**src/rtl/wait_queue_pkg.sv**
```systemverilog
// -----------------------------------------------------------------------------
// wait_queue_pkg
// Shared types and constants for the service-hall wait-queue scheduler:
//   - sched_state_t : dispatch FSM states (IDLE, GRANT, HOLD)
//   - TICKET_W      : ticket number width
//   - WAIT_W        : per-ticket wait counter width (minutes)
//   - WAIT_MAX      : saturation value of the wait counter
//   - entry_t       : one queue slot {ticket, age}
//   - age_inc()     : saturating minute increment
// -----------------------------------------------------------------------------
package wait_queue_pkg;

    localparam int TICKET_W = 8;
    localparam int WAIT_W   = 16;
    localparam logic [WAIT_W-1:0] WAIT_MAX = '1;

    typedef enum logic [1:0] {
        IDLE  = 2'd0,
        GRANT = 2'd1,
        HOLD  = 2'd2
    } sched_state_t;

    typedef struct packed {
        logic [TICKET_W-1:0] ticket;
        logic [WAIT_W-1:0]   age;
    } entry_t;

    // Minute ageing sticks at WAIT_MAX instead of wrapping back to zero.
    function automatic logic [WAIT_W-1:0] age_inc(input logic [WAIT_W-1:0] age);
        return (age == WAIT_MAX) ? age : age + 1'b1;
    endfunction

endpackage

```
**src/rtl/wait_fifo.sv**
```systemverilog
// -----------------------------------------------------------------------------
// wait_fifo
// DEPTH-entry FIFO of {ticket, age}. A global age strobe increments the age of
// every slot (saturating); a slot written on the same cycle starts at zero.
//
// Ports:
//   clk          in   system clock, rising edge
//   reset        in   asynchronous active-low reset (flushes the queue)
//   push         in   write push_ticket at the tail (caller guarantees room,
//                     or a simultaneous pop when full)
//   push_ticket  in   ticket number to store
//   pop          in   drop the head entry
//   age_tick     in   minute boundary: age every slot by one
//   head         out  current head entry (valid when !empty)
//   count        out  number of occupied entries
//   full         out  count == DEPTH
//   empty        out  count == 0
// -----------------------------------------------------------------------------
module wait_fifo
    import wait_queue_pkg::*;
#(
    parameter  int DEPTH = 8,
    localparam int PTR_W = $clog2(DEPTH),
    localparam int CNT_W = $clog2(DEPTH) + 1
) (
    input  logic                clk,
    input  logic                reset,
    input  logic                push,
    input  logic [TICKET_W-1:0] push_ticket,
    input  logic                pop,
    input  logic                age_tick,
    output entry_t              head,
    output logic [CNT_W-1:0]    count,
    output logic                full,
    output logic                empty
);

    logic [PTR_W-1:0] wr_ptr;
    logic [PTR_W-1:0] rd_ptr;
    entry_t           mem      [DEPTH];
    entry_t           mem_next [DEPTH];

    // NOTE: state registers use non-blocking assignments so every flop samples
    // the pre-edge values of its neighbours, independent of statement order.
    always_ff @(posedge clk or negedge reset) begin
        if (!reset) begin
            wr_ptr <= '0;
            rd_ptr <= '0;
            count  <= '0;
        end else begin
            if (push) wr_ptr <= wr_ptr + 1'b1;
            if (pop)  rd_ptr <= rd_ptr + 1'b1;
            case ({push, pop})
                2'b10:   count <= count + 1'b1;
                2'b01:   count <= count - 1'b1;
                default: count <= count;
            endcase
        end
    end

    // Ageing every slot is harmless for empty ones: a push always overwrites
    // the age with zero, so stale values never become visible.
    // NOTE: each element is defaulted to its current value before any
    // conditional update, so no path leaves mem_next unassigned (no latch).
    always_comb begin
        for (int i = 0; i < DEPTH; i++) begin
            mem_next[i] = mem[i];
            if (age_tick) mem_next[i].age = age_inc(mem[i].age);
        end
        if (push) begin
            mem_next[wr_ptr].ticket = push_ticket;
            mem_next[wr_ptr].age    = '0;
        end
    end

    // NOTE: the storage array has no reset; emptiness is tracked by the
    // pointers and count, and a slot is always written before it is read.
    always_ff @(posedge clk) begin
        mem <= mem_next;
    end

    assign head  = mem[rd_ptr];
    assign full  = (count == CNT_W'(DEPTH));
    assign empty = (count == '0);

endmodule

```
**src/rtl/wait_queue_sched.sv**
```systemverilog
// -----------------------------------------------------------------------------
// wait_queue_sched
// Customer-queue scheduler: issues ticket numbers on arrival, holds waiting
// tickets in a FIFO, ages them in whole minutes from a 1 Hz tick and
// dispatches the oldest ticket to a free service window by round-robin.
//
// Ports:
//   clk           in   system clock, rising edge
//   reset         in   asynchronous active-low reset
//   sec_tick      in   one-cycle pulse per second
//   arrive        in   one-cycle pulse, new customer
//   win_free      in   [NUM_WIN] level, window idle (sampled in IDLE only)
//   accept        out  pulse, cycle after arrive: ticket enqueued
//   reject        out  pulse, cycle after arrive: queue full, dropped
//   grant_valid   out  pulse: dispatch this cycle
//   grant_win     out  [3]  window index of the latest grant
//   grant_ticket  out  [8]  ticket dispatched (0 when !grant_valid)
//   grant_wait    out  [16] minutes that ticket waited (0 when !grant_valid)
//   queue_len     out  entries waiting
//   full          out  queue_len == DEPTH
// -----------------------------------------------------------------------------
module wait_queue_sched
    import wait_queue_pkg::*;
#(
    parameter  int NUM_WIN     = 2,
    parameter  int DEPTH       = 8,
    parameter  int SEC_PER_MIN = 60,
    localparam int LEN_W       = $clog2(DEPTH) + 1
) (
    input  logic                clk,
    input  logic                reset,
    input  logic                sec_tick,
    input  logic                arrive,
    input  logic [NUM_WIN-1:0]  win_free,
    output logic                accept,
    output logic                reject,
    output logic                grant_valid,
    output logic [2:0]          grant_win,
    output logic [TICKET_W-1:0] grant_ticket,
    output logic [WAIT_W-1:0]   grant_wait,
    output logic [LEN_W-1:0]    queue_len,
    output logic                full
);

    localparam int SEC_W = (SEC_PER_MIN > 1) ? $clog2(SEC_PER_MIN) : 1;

    sched_state_t        state;
    sched_state_t        state_next;
    logic                load_grant;
    logic [SEC_W-1:0]    sec_cnt;
    logic                minute_tick;
    logic [TICKET_W-1:0] ticket_cnt;
    logic [2:0]          rr_ptr;
    logic [2:0]          pick;
    logic [2:0]          pick_next_rr;
    logic                pick_found;
    logic                push;
    logic                pop;
    logic                empty;
    entry_t              head;

    // The head leaves the queue on the last edge of the GRANT cycle, so an
    // arrival in that cycle still fits into a full queue.
    assign pop         = (state == GRANT);
    assign push        = arrive && (!full || pop);
    assign minute_tick = sec_tick && (sec_cnt == SEC_W'(SEC_PER_MIN - 1));

    wait_fifo #(
        .DEPTH (DEPTH)
    ) u_fifo (
        .clk         (clk),
        .reset       (reset),
        .push        (push),
        .push_ticket (ticket_cnt),
        .pop         (pop),
        .age_tick    (minute_tick),
        .head        (head),
        .count       (queue_len),
        .full        (full),
        .empty       (empty)
    );

    // Seconds within the current minute.
    always_ff @(posedge clk or negedge reset) begin
        if (!reset) begin
            sec_cnt <= '0;
        end else if (sec_tick) begin
            sec_cnt <= minute_tick ? '0 : sec_cnt + 1'b1;
        end
    end

    // Ticket issue and the registered accept/reject answer to an arrival.
    always_ff @(posedge clk or negedge reset) begin
        if (!reset) begin
            ticket_cnt <= '0;
            accept     <= 1'b0;
            reject     <= 1'b0;
        end else begin
            accept <= push;
            reject <= arrive && !push;
            if (push) ticket_cnt <= ticket_cnt + 1'b1;
        end
    end

    // Round-robin pick: first free window at or above rr_ptr, otherwise the
    // lowest free window (the wrap-around half of the circular search).
    always_comb begin
        pick_found = 1'b0;
        pick       = '0;
        for (int w = 0; w < NUM_WIN; w++) begin
            if (!pick_found && win_free[w] && (3'(w) >= rr_ptr)) begin
                pick_found = 1'b1;
                pick       = 3'(w);
            end
        end
        for (int w = 0; w < NUM_WIN; w++) begin
            if (!pick_found && win_free[w]) begin
                pick_found = 1'b1;
                pick       = 3'(w);
            end
        end
        pick_next_rr = (pick == 3'(NUM_WIN - 1)) ? 3'd0 : pick + 3'd1;
    end

    // Dispatch FSM. win_free is only looked at in IDLE; HOLD gives the granted
    // window one cycle to drop its free flag before it is sampled again.
    always_comb begin
        state_next = state;
        load_grant = 1'b0;
        case (state)
            IDLE: begin
                if (!empty && pick_found) begin
                    state_next = GRANT;
                    load_grant = 1'b1;
                end
            end
            GRANT:   state_next = HOLD;
            HOLD:    state_next = IDLE;
            default: state_next = IDLE;
        endcase
    end

    always_ff @(posedge clk or negedge reset) begin
        if (!reset) begin
            state     <= IDLE;
            grant_win <= '0;
            rr_ptr    <= '0;
        end else begin
            state <= state_next;
            if (load_grant) begin
                grant_win <= pick;
                rr_ptr    <= pick_next_rr;
            end
        end
    end

    // During GRANT the head is the entry being popped; its age is still the
    // pre-increment value if this cycle is also a minute boundary.
    assign grant_valid  = pop;
    assign grant_ticket = pop ? head.ticket : '0;
    assign grant_wait   = pop ? head.age    : '0;

endmodule

```
**config.mk**
```make
export PLATFORM = sky130hd
export DESIGN_NAME = wait_queue_sched
export DESIGN_NICKNAME = d
export VERILOG_FILES = /design/src/rtl/wait_queue_pkg.sv /design/src/rtl/wait_fifo.sv /design/src/rtl/wait_queue_sched.sv
export SDC_FILE = /design/constraint.sdc
export NUM_CORES = 1
export LEC_CHECK = 0
export CORE_MARGIN = 5
export CORE_UTILIZATION = 55
export DETAILED_ROUTE_END_ITERATION = 10
export GPL_ROUTABILITY_DRIVEN = 0
export HOLD_SLACK_MARGIN = 0.08
export PLACE_DENSITY = 0.76
export SLEW_MARGIN = 20
export SYNTH_ARGS = -nofsm -noshare
export SYNTH_HDL_FRONTEND = slang
export SYNTH_SLANG_ARGS = --single-unit
```
**constraint.sdc**
```tcl
create_clock -name clk -period 2.7 [get_ports clk]
set_input_delay 0.54 -clock clk [delete_from_list [all_inputs] [get_ports clk]]
set_output_delay 0.54 -clock clk [all_outputs]
set_load 0.02 [all_outputs]
```
Word level (Yosys, flattened, before mapping):

Cells that the tools add are included.

* eq/ne operators: 15
* add/subtract/negate cells: 15
* mux-type cells: 42
* reduce and logical (&&, ||, !) cells: 20
* bitwise gates (word level): 2
* order comparisons: 5

Operator list (count)
* 192-bit bitwise mux: 2
* 16-bit two-way mux: 18
* 184-bit two-way mux: 1
* 24-bit demux with 3-bit select: 2
* 16-bit by 1-bit adder with 16-bit output (second input constant): 8
* 16-bit equality test (second input constant): 8
* 24-bit binary-select mux with 3-bit select: 1
* 24-bit two-way mux: 3
* 1-bit logical AND: 10
* 3-bit by 1-bit adder with 3-bit output (second input constant): 3
* 8-bit by 1-bit adder with 8-bit output (second input constant): 1
* 4-bit greater-or-equal comparator (second input constant): 2
* 1-bit two-way mux: 8
* 8-bit two-way mux: 1
* 3-bit inverter with 4-bit output: 2
* 4-bit case mux with 2 select lines: 1
* 6-bit by 1-bit adder with 6-bit output (second input constant): 1
* 6-bit equality test (second input constant): 1
* 1-bit by 3-bit greater-or-equal comparator with 1-bit output (first input constant): 2
* 1-bit zero test: 6
* 3-bit two-way mux: 2
* 6-bit two-way mux: 1
* 4-bit by 1-bit adder with 4-bit output (second input constant): 1
* 2-bit by 1-bit equality test with 1-bit output (second input constant): 2
* other kinds (12): 12

* word-level logic and storage cells: 125
* bits of input ports: 6
* register bits after elaboration: 226
* output and inout bits: 35

Logic depth before layout (Yosys ltp):

Gate-level depths: netlist (run 1).

* depth in word-level cells: 16
* depth in mapped cells: 9
* mapped depth without buffers: 9

By module:

A second synthesis (run 1) with hierarchy kept.

* cell total of the unflattened synthesis: 1038
* area, all modules: 11089.4 µm²

Modules (own cells, without submodules)
* wait_fifo: cells an instance 932, times used 1, area an instance 10010.9 µm²
* wait_queue_sched: cells an instance 106, times used 1, area an instance 1078.5 µm²

Least setup slack after synthesis (run 1):

OpenSTA, ideal clock, no wires.

* path type: register to output
* start: register u_fifo.rd_ptr[0]
* end: output grant_ticket[3]
* cell stages (with the launch flop): 7
* path buffers: 3
* slack: 0.315 ns
* data arrival time: 1.845 ns
* path through: dfrtp_1 clkbuf_1 buf_2 buf_2 mux4_2 mux2i_1 nor2_1

* word-level cells in the longest chain between the ends: 5

Ends and longest elaborated chain
* from (decl): line wait_fifo.sv:39 `logic [PTR_W-1:0] rd_ptr;`
* from (signal assigned): line wait_fifo.sv:52 `if (pop) rd_ptr <= rd_ptr + 1'b1;`
* 3-bit inverter with 4-bit output (implied by the code): line wait_fifo.sv:82 `assign head = mem[rd_ptr];`
* 24-bit binary-select mux with 3-bit select: line wait_fifo.sv:82
* 24-bit two-way mux (implied by the code) (2 in series): line wait_fifo.sv:82
* 8-bit two-way mux: line wait_queue_sched.sv:160 `assign grant_ticket = pop ? head.ticket : '0;`
* to (decl): line wait_queue_sched.sv:39 `output logic [TICKET_W-1:0] grant_ticket,`

No other way between the ends. The select of a mux whose other input is x is not followed.

Worst setup path in the final report (run 1):

* start: register u_fifo.rd_ptr[0]
* end: output grant_wait[9]

* word-level cells in the longest chain between the ends: 5

Ends and longest elaborated chain
* 3-bit inverter with 4-bit output (implied by the code): line wait_fifo.sv:82
* 24-bit binary-select mux with 3-bit select: line wait_fifo.sv:82
* 24-bit two-way mux (implied by the code) (2 in series): line wait_fifo.sv:82
* 16-bit two-way mux: line wait_queue_sched.sv:161 `assign grant_wait = pop ? head.age : '0;`
* to (decl): line wait_queue_sched.sv:40 `output logic [WAIT_W-1:0] grant_wait,`

No other way between the ends. The select of a mux whose other input is x is not followed.

==> flow_summary.json, run 1 <==
{
  "status": "complete, but fails checks",
  "violations": "setup timing",
  "synthDistinctLibCells": 55,
  "dr.pass1.iters": 5,
  "nets": 1131,
  "ys_ff_latch": 222,
  "r2r_slack_ns": 0.37,
  "endpoint_kind": "output port",
  "crit_slowest_cell": "dfrtp_4",
  "period_needed_ns": 2.84,
  "grt_pass1_wl_um": 44100,
  "clock_latency_ns": 0.51,
  "antenna_found_initial": 0,
  "dieArea_um2": 22900,
  "startpoint": "u_fifo.rd_ptr[0]",
  "routed_wirelength_um": 27300,
  "die_h_um": 151,
  "synthesis.area_um2": 11000,
  "clk_path_buf_depth": 3,
  "syn_area_per_cell_um2": 10.6,
  "htreeDepth": 1,
  "core_um2": 19500,
  "drtIter0Drc": 857,
  "fmax_ghz": 0.352,
  "worst_ep_required_time_ns": 2.16,
  "postRouteAntennaNets": 0,
  "reg2reg_to": "u_fifo.mem[135]",
  "multi_input_area_um2": 5500,
  "wl_per_cell_um": 19.6,
  "dp.cells": 1337,
  "clkSinkCount": 222,
  "crit_path_max_fanout": 5,
  "io_buffers": 38,
  "synth_top_cell_by_area": "dfxtp_1",
  "numCtsBuffers": 23,
  "setup_ws_ns": -0.144,
  "regToRegStartpoint": "u_fifo.count[1]",
  "grt-ovfl-total": 0,
  "num_vias": 8476,
  "cpPeakStageDelay_ns": 0.50,
  "whs_ns": 0.433,
  "fillers": 1509,
  "startpoint_type": "flip-flop",
  "grt_setup_unrepaired": "yes",
  "report.power.total_uw": 10900,
  "critical_path.top_delay_family": "multiplexers",
  "worstPathArrival_ns": 2.30,
  "viasPerCell": 6.09,
  "die_x_um": 151,
  "cp_cell_sequence": "buf_12 > buf_12 > buf_16 > mux4_2 > mux2i_2 > nor2_1 > buf_4",
  "io_pins": 41,
  "ys.warnings.count": 0,
  "hold_viol_final": 0,
  "finalCritPeriodShare_pct": 105,
  "maxCapViolCount": 0,
  "areaGrowthSynthToFinish_pct": 16.9,
  "drv_slew": 0,
  "ys_seq_area_share_pct": 47.8,
  "cts_tree": "built",
  "synth_edf_count": 64,
  "crit_top_cell": "buf_12",
  "grt_start_max_net_pins": 35,
  "hpwlAfterDp_um": 18200,
  "r2r_cells": 6,
  "cp.depth": 7,
  "instances_no_fill": 1392,
  "slew_headroom_pct": 32.4,
  "rows": 51,
  "drcViolationCount": 0,
  "cts_root_buf": "clkbuf_16",
  "track_usage_pct": 24.3,
  "postLayoutCoreUtil_pct": 65.6,
  "path_class": "reg2out",
  "worst-path-buf-inv": 4,
  "ir_drop_uv": 506,
  "async_flop_share_pct": 13.5,
  "drive_gt1_share_pct": 17.6,
  "grt_pass1_vias": 8213,
  "hold_class": "in2async",
  "p_per_area_nw_per_um2": 849,
  "synth_area_leaders": "dfxtp_1 (23%), edfxtp_1 (18%), mux4_2 (9.9%)",
  "finClkSkew_ns": 0.00880,
  "tightest_slew_ns": 1.01,
  "final.setup.tns_ns": -1.42,
  "clkTransAtPathRegs_ns": 0.06,
  "start_util_pct": 56.1,
  "setup_viol": 16,
  "seq_area_um2": 5240,
  "diodes": 0,
  "synth_top_area_share_pct": 23.4,
  "synth-main-ff-cell": "dfxtp_1",
  "p_leak_uw": 0.00462,
  "syn_inst": 1030,
  "worstSetupEndpoint": "grant_wait[9]"
}
[layout by cell type, fill, tap and decap left out, types with 28 or more instances in the layout]
cell      instances
nor2_1          138
dfxtp_1         128
xnor2_1          80
edfxtp_1         64
buf_4            59
nor3_1           57
nand2_1          55
mux4_2           48
nand4_1          43
nand3_1          36
a21oi_1          32
dfrtp_1          28
[worst min-delay path by stage]
| stage | from | end | cells after the start |
|---|---|---|---|
| after detailed placement | state[0] | state[0] | 1 |
| after floorplan | reset | accept | 0 |
| after CTS | reset | sec_cnt[2] | 2 |
| final | reset | sec_cnt[0] | 2 |
| after global placement | state[1] | state[0] | 1 |
| after global routing | reset | sec_cnt[0] | 2 |
[synth_stat cells, drive strengths merged (2+ instances only)]
master and n:
nand2b 6, or2 6, o31a 2, a31oi 9, o211ai 2, nor2 141
nand3 36, edfxtp 64, dfrtp 30, mux2i 27, nor3b 10, and4 8
nand2 56, dfxtp 128, nor4 24, inv 20, o21ai 23, nor3 61
a21oi 32, mux2 3, xor2 17, or3 13, nand4 43, and3 25
and2 8, and2b 3, nor4b 9, buf 21, clkbuf 22, xnor2 80
a211oi 8, nand4b 8, and3b 2, nand3b 5, nor2b 3, ha 14
a311oi 6, mux4 48
[cells by family after synthesis]
| group | Yosys count | share of synthesized area [%] |
|---|---|---|
| other cells | 1 | 0.0342 |
| buf+inv | 63 | 2.45 |
| xor+xnor | 97 | 7.75 |
| compound gates | 85 | 4.60 |
| fa+ha+maj | 15 | 1.78 |
| simple gates | 469 | 23.0 |
| mux | 78 | 12.6 |
| flops | 222 | 47.8 |
[where the power goes]
| part | total (µW) | switching (µW) | internal, µW |
|---|---|---|---|
| sequential | 4440 | 457 | 3980 |
| combinational | 3210 | 1660 | 1560 |
| clock | 3230 | 1290 | 1940 |
| total | 10900 | 3400 | 7480 |
[what timing repair did]
action / CTS / global route
hold buffers: 0 / 0
endpoints found under the setup margin: 25 / 23
gates resized for setup: 107 / 10
pin swaps: 3 / 8
gates cloned: 3 / 0
setup buffers: 7 / 3
[metrics by stage]
step,worst slack [ns],instance area [µm²]
finish,-0.144,12800
global route,-0.220,12800
CTS,-0.119,12800
detailed placement,0.0604,11900
global placement,0.0896,11900
floorplan,0.315,11000
[metal layers]
metal / share of wire (%) / global-route usage (%)
met1: 42 / 32.8
met2: 49 / 40.5
met3: 5.8 / 3.20
met4: 3.1 / 8.52
met5: 0 / 0
[cell type report]
cell class,count,area share (%)
Multi-Input combinational cell,746,42.9
Sequential cell,222,40.9
Timing Repair Buffer,97,7.04
Clock buffer,32,4.99
Tap cell,265,2.59
Clock inverter,10,0.996
Inverter,20,0.586
[state kept, by name (all words and copies together) (netlist names)]
signal and flops:
accept 1, grant_win 1, reject 1, rr_ptr 1
sec_cnt 6, state 2, ticket_cnt 8, u_fifo.count 4
u_fifo.mem 192, u_fifo.rd_ptr 3, u_fifo.wr_ptr 3
Note: power is estimated with default switching activity, not from simulation.
==> run 2, diff against run 1 <==
--- a/config.mk
+++ b/config.mk
@@ -8,9 +8,8 @@
 export CORE_MARGIN = 5
 export CORE_UTILIZATION = 55
 export DETAILED_ROUTE_END_ITERATION = 10
-export GPL_ROUTABILITY_DRIVEN = 0
 export HOLD_SLACK_MARGIN = 0.08
-export PLACE_DENSITY = 0.76
+export PLACE_DENSITY = 0.79
 export SLEW_MARGIN = 20
 export SYNTH_ARGS = -nofsm -noshare
 export SYNTH_HDL_FRONTEND = slang
==> constraint.sdc (replaced) <==
create_clock -name clk -period 2.45 [get_ports clk]
set_input_delay 0.49 -clock clk [delete_from_list [all_inputs] [get_ports clk]]
set_output_delay 0.49 -clock clk [all_outputs]
set_load 0.02 [all_outputs]
==> flow_summary.json, run 2 (synthesized netlist as in run 1, its figures left out) <==
{
  "clkTransAtPathRegs_ns": 0.06,
  "startpoint": "u_fifo.rd_ptr[0]",
  "most-common-layout-cells": "nor2_1 (138), dfxtp_1 (128), xnor2_1 (80)",
  "finClkSkew_ns": 0.0122,
  "drive_gt1_share_pct": 19.6,
  "io_pins": 41,
  "numCtsBuffers": 23,
  "clkSinkCount": 222,
  "gp_congestion": 0.884,
  "postRouteAntennaNets": 0,
  "dieArea_um2": 22900,
  "drv_slew": 0,
  "report.power.total_uw": 11900,
  "clock_latency_ns": 0.51,
  "dp.cells": 1362,
  "finalCritPeriodShare_pct": 112,
  "grt-ovfl-total": 0,
  "start_util_pct": 56.1,
  "grt_pass1_vias": 8183,
  "period_needed_ns": 2.75,
  "p_leak_uw": 0.00470,
  "die_h_um": 151,
  "track_usage_pct": 23.8,
  "fmax_ghz": 0.364,
  "regToRegStartpoint": "state[1]",
  "multi_input_area_um2": 5520,
  "reg_top3": "u_fifo.mem x192, ticket_cnt x8, sec_cnt x6",
  "hold_class": "in2async",
  "endpoint_kind": "output port",
  "tightest_slew_ns": 0.968,
  "grt_pass1_wl_um": 43300,
  "num_vias": 8614,
  "largest_register_ffs": 192,
  "final_common_cell": "nor2_1",
  "path_class": "reg2out",
  "cts_root_buf": "clkbuf_16",
  "drtIter0Drc": 589,
  "die_x_um": 151,
  "fillers": 1498,
  "dr.pass1.iters": 5,
  "viasPerCell": 6.10,
  "violations": "setup timing",
  "ir_drop_uv": 579,
  "crit_path_max_fanout": 6,
  "diodes": 0,
  "status": "complete, but fails checks",
  "antenna_found_initial": 0,
  "p_per_area_nw_per_um2": 919,
  "slew_headroom_pct": 35.3,
  "regMostFlops": "u_fifo.mem",
  "startpoint_type": "flip-flop",
  "hpwlAfterDp_um": 18400,
  "worst_ep_required_time_ns": 1.96,
  "wl_per_cell_um": 19.2,
  "placed_area_um2": 12100,
  "worstPathArrival_ns": 2.26,
  "nets": 1152,
  "maxCapViolCount": 0,
  "cts_tree": "built",
  "dp_slack_ns": -0.177,
  "hold_viol_final": 0,
  "grt_setup_unrepaired": "yes",
  "clk_path_buf_depth": 3,
  "instances_no_fill": 1413,
  "routed_wirelength_um": 27100,
  "seq_area_um2": 5240,
  "setup_viol": 25,
  "drcViolationCount": 0,
  "rows": 51,
  "grt_start_max_net_pins": 35,
  "setup_ws_ns": -0.297,
  "core_um2": 19500,
  "io_buffers": 38,
  "stdcell_area_um2": 13000,
  "areaGrowthSynthToFinish_pct": 18.4,
  "htreeDepth": 1
}
## run 2: path summary, 6_finish.rpt
kind | slack [ns] | cells after the start | to
max in group asynchronous | 1.70 | 2 | u_fifo.rd_ptr[0]
worst max-delay path | -0.30 | 6 | grant_wait[4]
worst max register to register | 0.11 | 6 | u_fifo.mem[79]
worst min register to register | 0.48 | 1 | state[0]
min in group clk | 0.48 | 1 | state[0]
worst min-delay path | 0.38 | 2 | sec_cnt[2]
## run 2: critical path: stages (launching register included)
cell     delay [ns]
dfrtp_4        0.53
buf_4          0.16
buf_12         0.14
mux4_2         0.46
mux2i_1        0.21
nor2_1         0.09
buf_2          0.16
## run 2: layout make-up
cell class	count	share of cell area, %
Clock buffer	33	5.03
Clock inverter	9	0.781
Inverter	20	0.578
Multi-Input combinational cell	746	42.5
Sequential cell	222	40.4
Tap cell	265	2.55
Timing Repair Buffer	118	8.16
## run 2: power breakdown
| group | switching, µW | internal, µW |
|---|---|---|
| clock network | 1420 | 2070 |
| logic | 1800 | 1760 |
| registers | 487 | 4390 |
| total | 3710 | 8210 |
## run 2: repair_timing
action | CTS | global route
hold buffers | 0 | 0
endpoints found under the setup margin | 26 | 25
gates cloned | 3 | 1
gates resized for setup | 111 | 15
pin swaps | 0 | 8
hold endpoints to repair | 0 | 0
setup buffers | 4 | 4
## run 2: per-stage QoR
stage	hold WS (ns)	TNS, ns	util (%)
2_1_floorplan	0.194	0	-
3_3_place_gp	0.463	-0.889	62.2
3_5_place_dp	0.466	-2.44	62.2
4_1_cts	0.389	-6.36	66.3
5_1_grt	0.416	-6.99	66.5
6_report	0.382	-5.66	66.5
## run 2: per-layer routing
layer | track usage, % | up-vias | routed length [µm]
met3 | 2.87 | 65 | 1490
met4 | 7.98 | 0 | 886
met2 | 40.4 | 333 | 13300
met1 | 31.8 | 4207 | 11400
li1 | - | 4009 | -
met5 | 0 | - | 0
==> run 3, diff against run 2 <==
--- a/config.mk
+++ b/config.mk
@@ -9,7 +9,7 @@
 export CORE_UTILIZATION = 55
 export DETAILED_ROUTE_END_ITERATION = 10
 export HOLD_SLACK_MARGIN = 0.08
-export PLACE_DENSITY = 0.79
+export PLACE_DENSITY = 0.74
 export SLEW_MARGIN = 20
 export SYNTH_ARGS = -nofsm -noshare
 export SYNTH_HDL_FRONTEND = slang
==> flow_summary.json, run 3 (synthesized netlist as in run 1, its figures left out) <==
{
  "postRouteAntennaNets": 0,
  "cts_tree": "built",
  "grt-ovfl-total": 0,
  "worst_ep_required_time_ns": 1.96,
  "largest_register_ffs": 192,
  "finClkSkew_ns": 0.0135,
  "setup_ws_ns": -0.299,
  "clock_latency_ns": 0.53,
  "routed_wirelength_um": 26900,
  "cts.hold.buffers_added": 0,
  "viasPerCell": 5.97,
  "track_usage_pct": 24.0,
  "report.power.total_uw": 12200,
  "placed_area_um2": 12200,
  "finalCritPeriodShare_pct": 112,
  "crit_path_max_fanout": 5,
  "ir_drop_uv": 626,
  "maxCapViolCount": 0,
  "start_util_pct": 56.1,
  "areaGrowthSynthToFinish_pct": 19.2,
  "p_per_area_nw_per_um2": 932,
  "startpoint_type": "flip-flop",
  "reg_top3": "u_fifo.mem x192, ticket_cnt x8, sec_cnt x6",
  "stdcell_area_um2": 13100,
  "violations": "setup timing",
  "instances_no_fill": 1409,
  "period_needed_ns": 2.75,
  "die_x_um": 151,
  "clkTransAtPathRegs_ns": 0.06,
  "drcViolationCount": 0,
  "most-common-layout-cells": "nor2_1 (138), dfxtp_1 (128), xnor2_1 (80)",
  "tightest_slew_ns": 1.07,
  "core_um2": 19500,
  "regMostFlops": "u_fifo.mem",
  "cts_root_buf": "clkbuf_16",
  "path_class": "reg2out",
  "fmax_ghz": 0.364,
  "grt_pass1_vias": 7998,
  "drtIter0Drc": 565,
  "endpoint_kind": "output port",
  "grt_start_max_net_pins": 35,
  "dp.cells": 1357,
  "htreeDepth": 1,
  "rows": 51,
  "dp_slack_ns": -0.198,
  "clk_path_buf_depth": 3,
  "final_common_cell": "nor2_1",
  "slew_headroom_pct": 28.1,
  "worstPathArrival_ns": 2.26,
  "gp_congestion": 0.837,
  "grt_setup_unrepaired": "yes",
  "wl_per_cell_um": 19.1,
  "setup_viol": 24,
  "dr.pass1.iters": 6,
  "antenna_found_initial": 0,
  "io_buffers": 38,
  "numCtsBuffers": 23,
  "status": "complete, but fails checks",
  "postLayoutCoreUtil_pct": 66.9,
  "diodes": 0,
  "hold_viol_final": 0,
  "hpwlAfterDp_um": 18200,
  "die_h_um": 151,
  "dieArea_um2": 22900,
  "io_pins": 41,
  "hold_class": "in2async",
  "grt_pass1_wl_um": 43300,
  "clkSinkCount": 222,
  "drv_slew": 0,
  "num_vias": 8414,
  "drive_gt1_share_pct": 19.9,
  "nets": 1149,
  "p_leak_uw": 0.00470
}
## run 3: cell types whose count changed in the layout (fill, tap and decap cells not counted), sizes merged
| cell | delta |
|---|---|
| buf | -3 |
| dlygate4sd2 | +1 |
| clkdlybuf4s50 | -1 |
| clkbuf | -1 |
| clkinv | -2 |
| clkinvlp | +2 |
## run 3: layout make-up
| class | instances | area (µm²) |
|---|---|---|
| clock buffer | 32 | 649 |
| clock inverter | 9 | 114 |
| fill | 1508 | 6460 |
| inverter | 20 | 75.1 |
| multi-input combinational | 746 | 5550 |
| sequential | 222 | 5240 |
| tap | 265 | 332 |
| timing repair buffer | 115 | 1100 |
## run 3: what timing repair did
action                     4_1_cts  5_1_grt
pin swaps                        0        6
cloned                           4        1
setup buffers                    7        2
resized for setup              117       14
setup endpoints to repair       26       24
## run 3: worst paths after layout
path	cells past startpoint	to	start	slack, ns
setup / recovery	6	grant_wait[11]	u_fifo.rd_ptr[0]	-0.30
hold / removal	2	sec_cnt[3]	reset	0.38
setup reg to reg	6	u_fifo.mem[147]	u_fifo.count[3]	0.19
hold reg to reg	1	state[0]	state[1]	0.47
max in group asynchronous	2	u_fifo.rd_ptr[0]	reset	1.71
min in group clk	1	state[0]	state[1]	0.47
## run 3: where the power goes
group / internal [µW] / switching, µW / total, µW
combinational: 1870 / 1890 / 3760
sequential: 4390 / 473 / 4860
clock: 2070 / 1470 / 3550
## run 3: per-stage QoR
stage          setup TNS [ns]  hold WS, ns
6_report                -5.90        0.377
5_1_grt                 -7.59        0.406
4_1_cts                 -6.69        0.377
3_5_place_dp            -9.79        0.463
3_3_place_gp            -7.92        0.456
2_1_floorplan               0        0.194
## run 3: per-layer routing
layer	up-vias	part of all wire, %	global-route usage (%)
met2	266	49	40.3
met4	0	2.5	7.48
met1	4096	43	32.6
met3	50	5.3	3.11
met5	-	0	0
li1	4002	-	-
## run 3: worst max-delay path, cell delays in order (launching register included)
cell     delay [ns]
dfrtp_4        0.52
buf_12         0.15
buf_12         0.13
mux4_2         0.46
mux2i_2        0.23
nor2_1         0.08
buf_4          0.17
